<file path="config.mk">
export PLATFORM = sky130hd
export DESIGN_NAME = mult_sched
export DESIGN_NICKNAME = d
export VERILOG_FILES = /design/src/rtl/mult_sched_pkg.sv /design/src/rtl/rr_arbiter.sv /design/src/rtl/mult_sched.sv
export SDC_FILE = /design/constraint.sdc
export NUM_CORES = 1
export LEC_CHECK = 0
export BUFFER_PORTS_ARGS = -buffer_cell sky130_fd_sc_hd__buf_2
export CAP_MARGIN = 20
export CORE_MARGIN = 5
export CORE_UTILIZATION = 51
export DETAILED_ROUTE_END_ITERATION = 16
export PLACE_DENSITY = 0.86
export SLEW_MARGIN = 15
export SYNTH_ARGS = -nofsm -noshare
export SYNTH_HDL_FRONTEND = slang
export SYNTH_SLANG_ARGS = --single-unit
</file>
<file path="constraint.sdc">
create_clock -name clk_i -period 4.8 [get_ports clk_i]
set_input_delay 0.96 -clock clk_i [delete_from_list [all_inputs] [get_ports clk_i]]
set_output_delay 0.96 -clock clk_i [all_outputs]
set_load 0.02 [all_outputs]
</file>
<file path="src/rtl/mult_sched_pkg.sv">
// Shared types and default parameters for the multiplier request scheduler.
//   sched_state_e : scheduler FSM encoding (IDLE, ISSUE, WAIT, RESP)
//   DEF_*         : default values for the mult_sched parameters
package mult_sched_pkg;

  localparam int DEF_NUM_REQ = 4;
  localparam int DEF_WIDTH   = 8;
  localparam int DEF_TIMEOUT = 64;

  typedef enum logic [1:0] {
    IDLE  = 2'd0,
    ISSUE = 2'd1,
    WAIT  = 2'd2,
    RESP  = 2'd3
  } sched_state_e;

endpackage

</file>
<file path="src/rtl/rr_arbiter.sv">
// Combinational round-robin arbiter.
//   req     : in  N          request vector
//   ptr     : in  clog2(N)   highest-priority index; search wraps from here
//   gnt     : out N          one-hot grant (all-zero when no request)
//   gnt_idx : out clog2(N)   index of the granted requester (0 when none)
module rr_arbiter #(
  parameter int N = 4
) (
  input  logic [N-1:0]         req,
  input  logic [$clog2(N)-1:0] ptr,
  output logic [N-1:0]         gnt,
  output logic [$clog2(N)-1:0] gnt_idx
);

  localparam int IW = $clog2(N);

  logic [IW-1:0] idx;
  logic          found;

  // Walk the requesters starting at ptr; the first one found wins.
  always_comb begin
    gnt     = '0;
    gnt_idx = '0;
    found   = 1'b0;
    idx     = '0;
    for (int i = 0; i < N; i++) begin
      idx = IW'((int'(ptr) + i) % N);
      if (!found && req[idx]) begin
        found      = 1'b1;
        gnt[idx]   = 1'b1;
        gnt_idx    = idx;
      end
    end
  end

endmodule

</file>
<file path="src/rtl/mult_sched.sv">
// Scheduler sharing one multiplier core between NUM_REQ requesters.
// Ports:
//   clk_i, rst_ni            clock (rising edge), async active-low reset
//   req_valid_i/req_m_i/req_n_i   per-requester operand pairs
//   req_ready_o              one-hot grant strobe (IDLE only)
//   mul_start_o/mul_m_o/mul_n_o   core issue: start pulse + held operands
//   mul_done_i/mul_result_i  core completion pulse + product
//   rsp_valid_o/rsp_ready_i/rsp_id_o/rsp_result_o/rsp_err_o  response channel
//   busy_o                   high whenever the FSM is not IDLE
//   state_o                  current FSM state (sched_state_e encoding)
//
// Handshakes: a transfer happens on a rising clock edge where valid and ready
// are both high. req_ready_o is a one-cycle accept strobe that depends
// combinationally on req_valid_i; rsp_valid_o, once raised, stays high with
// stable fields until rsp_ready_i accepts it.
module mult_sched import mult_sched_pkg::*; #(
  parameter int NUM_REQ = DEF_NUM_REQ,
  parameter int WIDTH   = DEF_WIDTH,
  parameter int TIMEOUT = DEF_TIMEOUT
) (
  input  logic                       clk_i,
  input  logic                       rst_ni,
  input  logic [NUM_REQ-1:0]         req_valid_i,
  input  logic [NUM_REQ*WIDTH-1:0]   req_m_i,
  input  logic [NUM_REQ*WIDTH-1:0]   req_n_i,
  output logic [NUM_REQ-1:0]         req_ready_o,
  output logic                       mul_start_o,
  output logic [WIDTH-1:0]           mul_m_o,
  output logic [WIDTH-1:0]           mul_n_o,
  input  logic                       mul_done_i,
  input  logic [2*WIDTH-1:0]         mul_result_i,
  output logic                       rsp_valid_o,
  input  logic                       rsp_ready_i,
  output logic [$clog2(NUM_REQ)-1:0] rsp_id_o,
  output logic [2*WIDTH-1:0]         rsp_result_o,
  output logic                       rsp_err_o,
  output logic                       busy_o,
  output logic [1:0]                 state_o
);

  localparam int IDW = $clog2(NUM_REQ);
  localparam int CW  = $clog2(TIMEOUT + 1);

  sched_state_e  state_q, state_d;
  logic [IDW-1:0] rr_ptr_q;
  logic [CW-1:0]  cnt_q;
  logic [NUM_REQ-1:0] gnt;
  logic [IDW-1:0]     gnt_idx;
  logic               grant_fire;
  logic               wait_expired;

  rr_arbiter #(.N(NUM_REQ)) u_arb (
    .req     (req_valid_i),
    .ptr     (rr_ptr_q),
    .gnt     (gnt),
    .gnt_idx (gnt_idx)
  );

  assign grant_fire   = (state_q == IDLE) && (|req_valid_i);
  assign wait_expired = (cnt_q == CW'(TIMEOUT - 1));

  // State register
  always_ff @(posedge clk_i or negedge rst_ni) begin
    if (!rst_ni) state_q <= IDLE;
    else         state_q <= state_d;
  end

  // Next state; a done arriving on the timeout cycle still counts as success.
  always_comb begin
    state_d = state_q;
    unique case (state_q)
      IDLE:    if (|req_valid_i) state_d = ISSUE;
      ISSUE:   state_d = WAIT;
      WAIT:    if (mul_done_i || wait_expired) state_d = RESP;
      RESP:    if (rsp_ready_i) state_d = IDLE;
      default: state_d = IDLE;
    endcase
  end

  // Grant is gated by rst_ni so the strobe stays low while reset is held,
  // even though requesters may already be raising valid.
  assign req_ready_o = (state_q == IDLE && rst_ni) ? gnt : '0;
  assign mul_start_o = (state_q == ISSUE);
  assign rsp_valid_o = (state_q == RESP);
  assign busy_o      = (state_q != IDLE);
  assign state_o     = state_q;

  // Datapath: operand/ID capture on grant, timeout counter, response capture.
  always_ff @(posedge clk_i or negedge rst_ni) begin
    if (!rst_ni) begin
      rr_ptr_q     <= '0;
      cnt_q        <= '0;
      mul_m_o      <= '0;
      mul_n_o      <= '0;
      rsp_id_o     <= '0;
      rsp_result_o <= '0;
      rsp_err_o    <= 1'b0;
    end else begin
      if (grant_fire) begin
        mul_m_o  <= req_m_i[gnt_idx*WIDTH +: WIDTH];
        mul_n_o  <= req_n_i[gnt_idx*WIDTH +: WIDTH];
        rsp_id_o <= gnt_idx;
        rr_ptr_q <= (gnt_idx == IDW'(NUM_REQ - 1)) ? '0 : gnt_idx + 1'b1;
      end
      if (state_q == ISSUE) cnt_q <= '0;
      if (state_q == WAIT) begin
        if (mul_done_i) begin
          rsp_result_o <= mul_result_i;
          rsp_err_o    <= 1'b0;
        end else if (wait_expired) begin
          rsp_result_o <= '0;
          rsp_err_o    <= 1'b1;
        end else begin
          cnt_q <= cnt_q + 1'b1;
        end
      end
    end
  end

endmodule

</file>
Yosys cells after proc, flatten, opt, wreduce, memory -nomap -nowiden
Cells that the tools add are included.
{ "word_totals": {"word_cells": 94, "output_inout_bits": 44, "ff_bits": 46, "in_bits": 88} }
{ "classes": {"magnitude_cmp": 8, "shifts": 2, "reduce_logical": 19, "n_mux": 41, "addsub": 5, "n_bitwise": 3, "eq_ne": 8} }
{ "ops": {"columns": ["op", "n"], "rows": [
  ["32-bit by 6-bit variable part select with 8-bit output", 2],
  ["16-bit 2-to-1 mux", 2],
  ["7-bit 2-to-1 mux", 4],
  ["4-bit 2-to-1 mux", 5],
  ["2-bit 2-to-1 mux", 8],
  ["1-bit 2-to-1 mux", 13],
  ["2-bit by 3-bit < comparator with 1-bit output (second input constant)", 4],
  ["4-bit bitwise OR", 3],
  ["1-bit logical AND", 9],
  ["1-bit binary-select mux with 2-bit select", 4],
  ["1-bit demux with 2-bit select", 4],
  ["2-bit by 1-bit >= comparator with 1-bit output (second input constant)", 4],
  ["2-bit one-hot mux with 4 select lines", 1],
  ["7-bit by 1-bit adder with 7-bit output (second input constant)", 1],
  ["7-bit by 6-bit == test with 1-bit output (second input constant)", 1],
  ["2-bit == test (second input constant)", 3],
  ["2-bit by 1-bit adder with 2-bit output (second input constant)", 2],
  ["2-bit adder (second input constant)", 2],
  ["2-bit by 1-bit != test with 1-bit output (second input constant)", 2],
  ["2-bit nonzero test", 2],
  ["4-bit OR reduction", 1],
  ["1-bit zero test", 3],
  ["3-bit AND reduction", 1],
  ["2-bit by 1-bit == test with 1-bit output (second input constant)", 1],
  ["4 further kinds", 4]
]} }

Depth between registers and ports, before layout
{ "depth": {"depth_word": 14, "ltp_mapped": 12, "mapped_depth_nobuf": 8} }

Cells and area by module
Synthesis repeated with hierarchy kept, for this count alone.
{ "unflattened": {"cells_unflattened": 227, "hier_area_um2": 2839.0} }
{ "modules_own_cells": {"columns": ["mod", "seq_area_each_um2", "area_each_um2", "n_inst", "cells_per_inst"], "rows": [
  ["mult_sched", 1151.1, 2349.8, 1, 162],
  ["rr_arbiter", 0.0, 489.2, 1, 65]
]} }

Worst setup path after synthesis
OpenSTA, ideal clock, no wires.
{ "synth_timing": {"kind": "input to output", "start": "in req_valid_i[0]", "end": "out req_ready_o[0]", "setup_slack_ns": 1.326, "n_path_buf": 1, "cell_stages": 6, "required_time_ns": 3.840, "t_arrival_ns": 2.514, "path_cell_list": "buf_2 > or3b_1 > a2111oi_2 > or3_1 > a221oi_1 > nor2_1"} }
{ "synth_via": {"elab_chain_len": 13, "word_cells_on_any_way": 25, "classes_between": "16 x mux; 3 x bitwise; 6 x reduce/logical"} }
{ "synth_rtl": {"columns": ["element", "line", "text"], "rows": [
  ["start, declared", "mult_sched.sv:23", "input logic [NUM_REQ-1:0] req_valid_i,"],
  ["1-bit binary-select mux with 2-bit select", "rr_arbiter.sv:28", "if (!found && req[idx]) begin"],
  ["1-bit 2-to-1 mux (implied by the code)", "rr_arbiter.sv:28", null],
  ["1-bit 2-to-1 mux", "rr_arbiter.sv:28", null],
  ["1-bit zero test", "rr_arbiter.sv:28", null],
  ["1-bit logical AND", "rr_arbiter.sv:28", null],
  ["1-bit 2-to-1 mux", "rr_arbiter.sv:28", null],
  ["1-bit zero test", "rr_arbiter.sv:28", null],
  ["1-bit logical AND", "rr_arbiter.sv:28", null],
  ["1-bit 2-to-1 mux", "rr_arbiter.sv:28", null],
  ["1-bit zero test", "rr_arbiter.sv:28", null],
  ["1-bit logical AND", "rr_arbiter.sv:28", null],
  ["4-bit 2-to-1 mux *", "rr_arbiter.sv:28", null],
  ["4-bit 2-to-1 mux *", "mult_sched.sv:82", "assign req_ready_o = (state_q == IDLE && rst_ni) ? gnt : '0;"],
  ["end, declared", "mult_sched.sv:26", "output logic [NUM_REQ-1:0] req_ready_o,"]
]} }
Every way passes the cells marked *; elsewhere a longest branch is shown, timed or not. The select of a mux whose other input is x is not followed.

Worst setup path after layout
{ "layout_timing": {"start": "reg rr_ptr_q[0]", "end": "out req_ready_o[3]"} }
{ "layout_via": {"elab_chain_len": 13, "word_cells_on_any_way": 48, "classes_between": "3 x add/sub; 8 x order compare; 24 x mux; 3 x bitwise; 10 x reduce/logical"} }
{ "layout_rtl": {"columns": ["element", "line", "text"], "rows": [
  ["start, declared", "mult_sched.sv:45", "logic [IDW-1:0] rr_ptr_q;"],
  ["start signal, assigned", "mult_sched.sv:103", "rr_ptr_q <= (gnt_idx == IDW'(NUM_REQ - 1)) ? '0 : gnt_idx + 1'b1;"],
  ["parallel branches: the longest is 11 deep, another holds 2-bit by 3-bit < comparator with 1-bit output", null, null],
  ["4-bit 2-to-1 mux *", "rr_arbiter.sv:28", null],
  ["4-bit 2-to-1 mux *", "mult_sched.sv:82", null]
]} }
Every way passes the cells marked *. The select of a mux whose other input is x is not followed.

==> impl_table.tex <==
\begin{tabular}{lr}
\hline
Metric & Value \\
\hline
\multicolumn{2}{l}{\textbf{Final layout}} \\
Share of final-layout standard cells stronger than drive strength 1 & 0.424 \\
Non-filler instance count after layout & 471 \\
Total inserted antenna cells & 0 \\
Nets & 498 \\
Register area & 0.00115 mm² \\
Multi-input logic area & between 0.0015 and 0.002 mm² \\
Number of fill cells & 470 \\
Final non-filler cell area & 0.00358 mm² \\
Most common library cell in the layout ignoring fill and taps & buf\_2 \\
Commonest cells after routing, fill and taps aside & 131 x buf\_2, 46 x dfrtp\_1, 23 x nand3\_1 \\
Layout overhead on the synthesized area & 26.2\% \\
\multicolumn{2}{l}{\textbf{Flow run}} \\
Max-cap violations & 0 \\
\multicolumn{2}{l}{\textbf{Die}} \\
Core box area & 0.00547 mm² \\
DIE HEIGHT & 84.6 µm \\
Die extent in x & 84.6 µm \\
Num rows & 27 \\
Full die area & 0.00716 mm² \\
Initial core utilization & 0.519 \\
Total I/O pin count & roughly 130 \\
\multicolumn{2}{l}{\textbf{Synth}} \\
Library cell with the largest summed area after synthesis & dfrtp\_1 \\
Avg Synthesized Cell Area & 10.4 µm² \\
Proportion of register bits with asynchronous set or reset after synthesis & 1.00 \\
Main synth FF type & dfrtp\_1 \\
Syn nets & 374 \\
Post-Synthesis Cell Area & 0.00284 mm² \\
Count of mapped cells out of synthesis & 274 \\
Number of flops mapped to enable cells by yosys & 0 \\
Leading cell types by total area after synthesis & dfrtp\_1 41\%, ha\_1 5.3\%, a22o\_1 4.9\% \\
Synth Register Bits & 46 \\
Number of synthesis warnings & 0 \\
Post-synthesis sequential area ratio & 0.405 \\
Area fraction of the dominant cell type after synthesis & 0.405 \\
Distinct cell type count after synthesis & 49 \\
\multicolumn{2}{l}{\textbf{STA}} \\
Highest achievable clock rate & 0.256 GHz \\
Unrepaired setup endpoints after global routing & false \\
Tmin final & 3.90 ns \\
Transition at the pin with the smallest max-transition slack & just under 0.9 ns \\
Count of endpoints failing hold in the final timing report & 0 \\
Count of endpoints failing setup in the final report & 0 \\
Count of final max-slew check failures & 0 \\
Final worst path period share & 0.813 \\
Worst relative slew slack & 0.415 \\
Setup Total Neg Slack & 0 ns \\
Clock skew after layout & 0.00247 ns \\
\multicolumn{2}{l}{\textbf{Pwr}} \\
Power Dens Cells & 666 mW/mm² \\
Part of the power in the clock network & 0.096 \\
Power share of the combinational group & 0.620 \\
Switching Fraction & 0.468 \\
Internal power contribution & 1.27 mW \\
Max VDD drop & $\sim$0.00033 V \\
P\_sw & 1.12 mW \\
Static leakage & between 1.5 and 2 nW \\
Part of the total power dissipated in sequential elements & 0.284 \\
\multicolumn{2}{l}{\textbf{Worst setup path}} \\
Critical path endpoint category & output pin \\
Worst reg2reg path startpoint & rr\_ptr\_q[0] \\
Critical path peak fanout & 15 \\
Arrival time at the worst endpoint & 2.94 ns \\
Endpoint of the worst-slack reg-to-reg timing path & mul\_m\_o[7] \\
Critical path class & reg -> out \\
Kind of start point of the critical path & flop \\
Path depth of the worst reg2reg path & 8 \\
Register-to-Register Setup Slack & about 1.4 ns \\
Worst path required time & roughly 3.8 ns \\
\multicolumn{2}{l}{\textbf{Drt}} \\
TritonRoute pass-1 iters & 4 \\
Detailed-routing wirelength on met1 & 3.00 mm \\
Highest metal layer with signal wires & met4 \\
Number of DRC markers in iteration 0 & 173 \\
Number of design rule violations left after detail routing & 0 \\
Detailed-route wire length per cell & 15.6 µm \\
Residual antenna-violating net count after detailed routing & 0 \\
Via count & 2640 \\
Detailed-routed wire length on met3 & 693 µm \\
Number of vias per cell & approximately 5.6 \\
Detail Route met2 WL & 3.52 mm \\
Wire length reported by the detailed router & 7.36 mm \\
\multicolumn{2}{l}{\textbf{Global routing}} \\
Global Route Usage Sum & 0.206 \\
Antenna violations before repair & 0 \\
Total grt overflow & 0 \\
Via count of the first global-routing pass & 2750 \\
Pin count of the biggest net entering global routing & 48 \\
Global-route wire length before repair & 12.2 mm \\
\multicolumn{2}{l}{\textbf{Clock tree}} \\
TritonCTS Buffers & 5 \\
Clock root buffer master & clkbuf\_8 \\
TritonCTS Sinks & between 40 and 50 \\
Buffer count from post-CTS setup fixing & 0 \\
Clock insertion delay at the later pin of the skew report & 0.29 ns \\
Htree depth & 2 \\
Number of cells upsized or downsized after cts & 0 \\
Buffers from clock root to sink, at most & 2 \\
Hold bufs inserted after CTS & 0 \\
TritonCTS clock tree & built \\
Clock-pin slew on the worst setup and hold paths & 0.08 ns \\
\multicolumn{2}{l}{\textbf{Placement}} \\
Detailed Place HPWL & 5.74 mm \\
Port-buffer cells & 131 \\
Placed inst area & 0.00349 mm² \\
Routability Congestion & 0.912 \\
Number of placed instances, taps included & 462 \\
\multicolumn{2}{l}{\textbf{Outcome}} \\
Run status & finished, final reports clean \\
\multicolumn{2}{l}{\textbf{Worst hold path}} \\
Worst Hold Path EP & cnt\_q[5] \\
Number of stages on the worst hold path & 1 \\
Hold Crit Start & cnt\_q[5] \\
Kind of path behind the tightest hold check & reg -> reg \\
\hline
\end{tabular}
critical path, cell delays in order (launching register included):
cell	delay, ns
dfrtp_1	0.69
inv_1	0.24
ha_1	0.42
nor3_1	0.07
and3_1	0.22
or3_1	0.43
a221oi_1	0.33
nor2_1	0.07
buf_2	0.16
layout make-up:
type / instances / share of cell area
multi-input cells: 203 / 0.430
flip-flops and latches: 46 / 0.321
repair buffers: 135 / 0.191
well taps: 72 / 0.0251
clock buffers: 5 / 0.0192
inverters: 7 / 0.00733
clock inverters: 3 / 0.00594
flip-flops by register name (all words and copies together), names as in the netlist:
| signal | flops |
|---|---|
| rsp_id_o | 2 |
| mul_n_o | 8 |
| rr_ptr_q | 2 |
| mul_m_o | 8 |
| cnt_q | 7 |
| rsp_err_o | 1 |
| rsp_result_o | 16 |
| state_o | 2 |
worst max path at each step:
stage | from | endpoint | slack [ns] | cells past startpoint
after floorplan | req_valid_i[0] | req_ready_o[0] | 1.33 | 6
after global placement | req_valid_i[1] | req_ready_o[0] | 1.30 | 7
after detailed placement | req_valid_i[1] | req_ready_o[3] | 1.18 | 7
after CTS | rr_ptr_q[0] | req_ready_o[2] | 0.91 | 8
after global routing | rr_ptr_q[0] | req_ready_o[2] | 0.70 | 8
final | rr_ptr_q[0] | req_ready_o[3] | 0.90 | 8
cells by family (layout without fill, tap and decap cells):
| logic type | count (synthesis) | count (layout) | synth area share |
|---|---|---|---|
| xor+xnor | 1 | 1 | 0.00309 |
| flops | 46 | 46 | 0.405 |
| compound gates | 76 | 76 | 0.213 |
| buf+inv | 25 | 150 | 0.0520 |
| fa+ha+maj | 12 | 12 | 0.0529 |
| simple gates | 88 | 88 | 0.163 |
| mux | 26 | 26 | 0.111 |
routing by layer:
layer	vias up	track usage
li1	1282	-
met1	1208	0.249
met2	135	0.351
met3	15	0.0589
met4	0	0.0719
met5	-	0
cells in the mapped netlist, types with 5 or more instances:
library cell	number
dfrtp_1	46
nand3_1	23
o21ai_0	21
nor2_1	19
nand2_1	17
a22o_1	16
ha_1	12
mux2i_1	10
clkbuf_1	9
inv_1	7
mux2_2	7
o221a_2	7
mux2_1	6
buf_2	5
nor3_1	5
power groups by stage:
| stage | registers [mW] | logic [mW] | clock network [mW] |
|---|---|---|---|
| 3_5_place_dp | 0.679 | 1.49 | 0 |
| 5_1_grt | 0.704 | 1.61 | 0.252 |
| 4_1_cts | 0.677 | 1.48 | 0.237 |
| 6_report | 0.678 | 1.48 | 0.230 |
| 3_3_place_gp | 0.677 | 1.44 | 0 |
| 2_1_floorplan | 0.838 | 0.996 | 0 |
metrics by stage:
stage / util / hold slack [ns] / setup slack (ns) / total power [mW]
2_1_floorplan: - / 0.450 / 1.33 / 1.83
3_3_place_gp: 0.637 / 0.457 / 1.30 / 2.12
5_1_grt: 0.655 / 0.516 / 0.697 / 2.56
3_5_place_dp: 0.637 / 0.477 / 1.18 / 2.17
4_1_cts: 0.653 / 0.497 / 0.908 / 2.40
6_report: 0.655 / 0.492 / 0.900 / 2.39
Note: power is estimated with default switching activity, not from simulation.
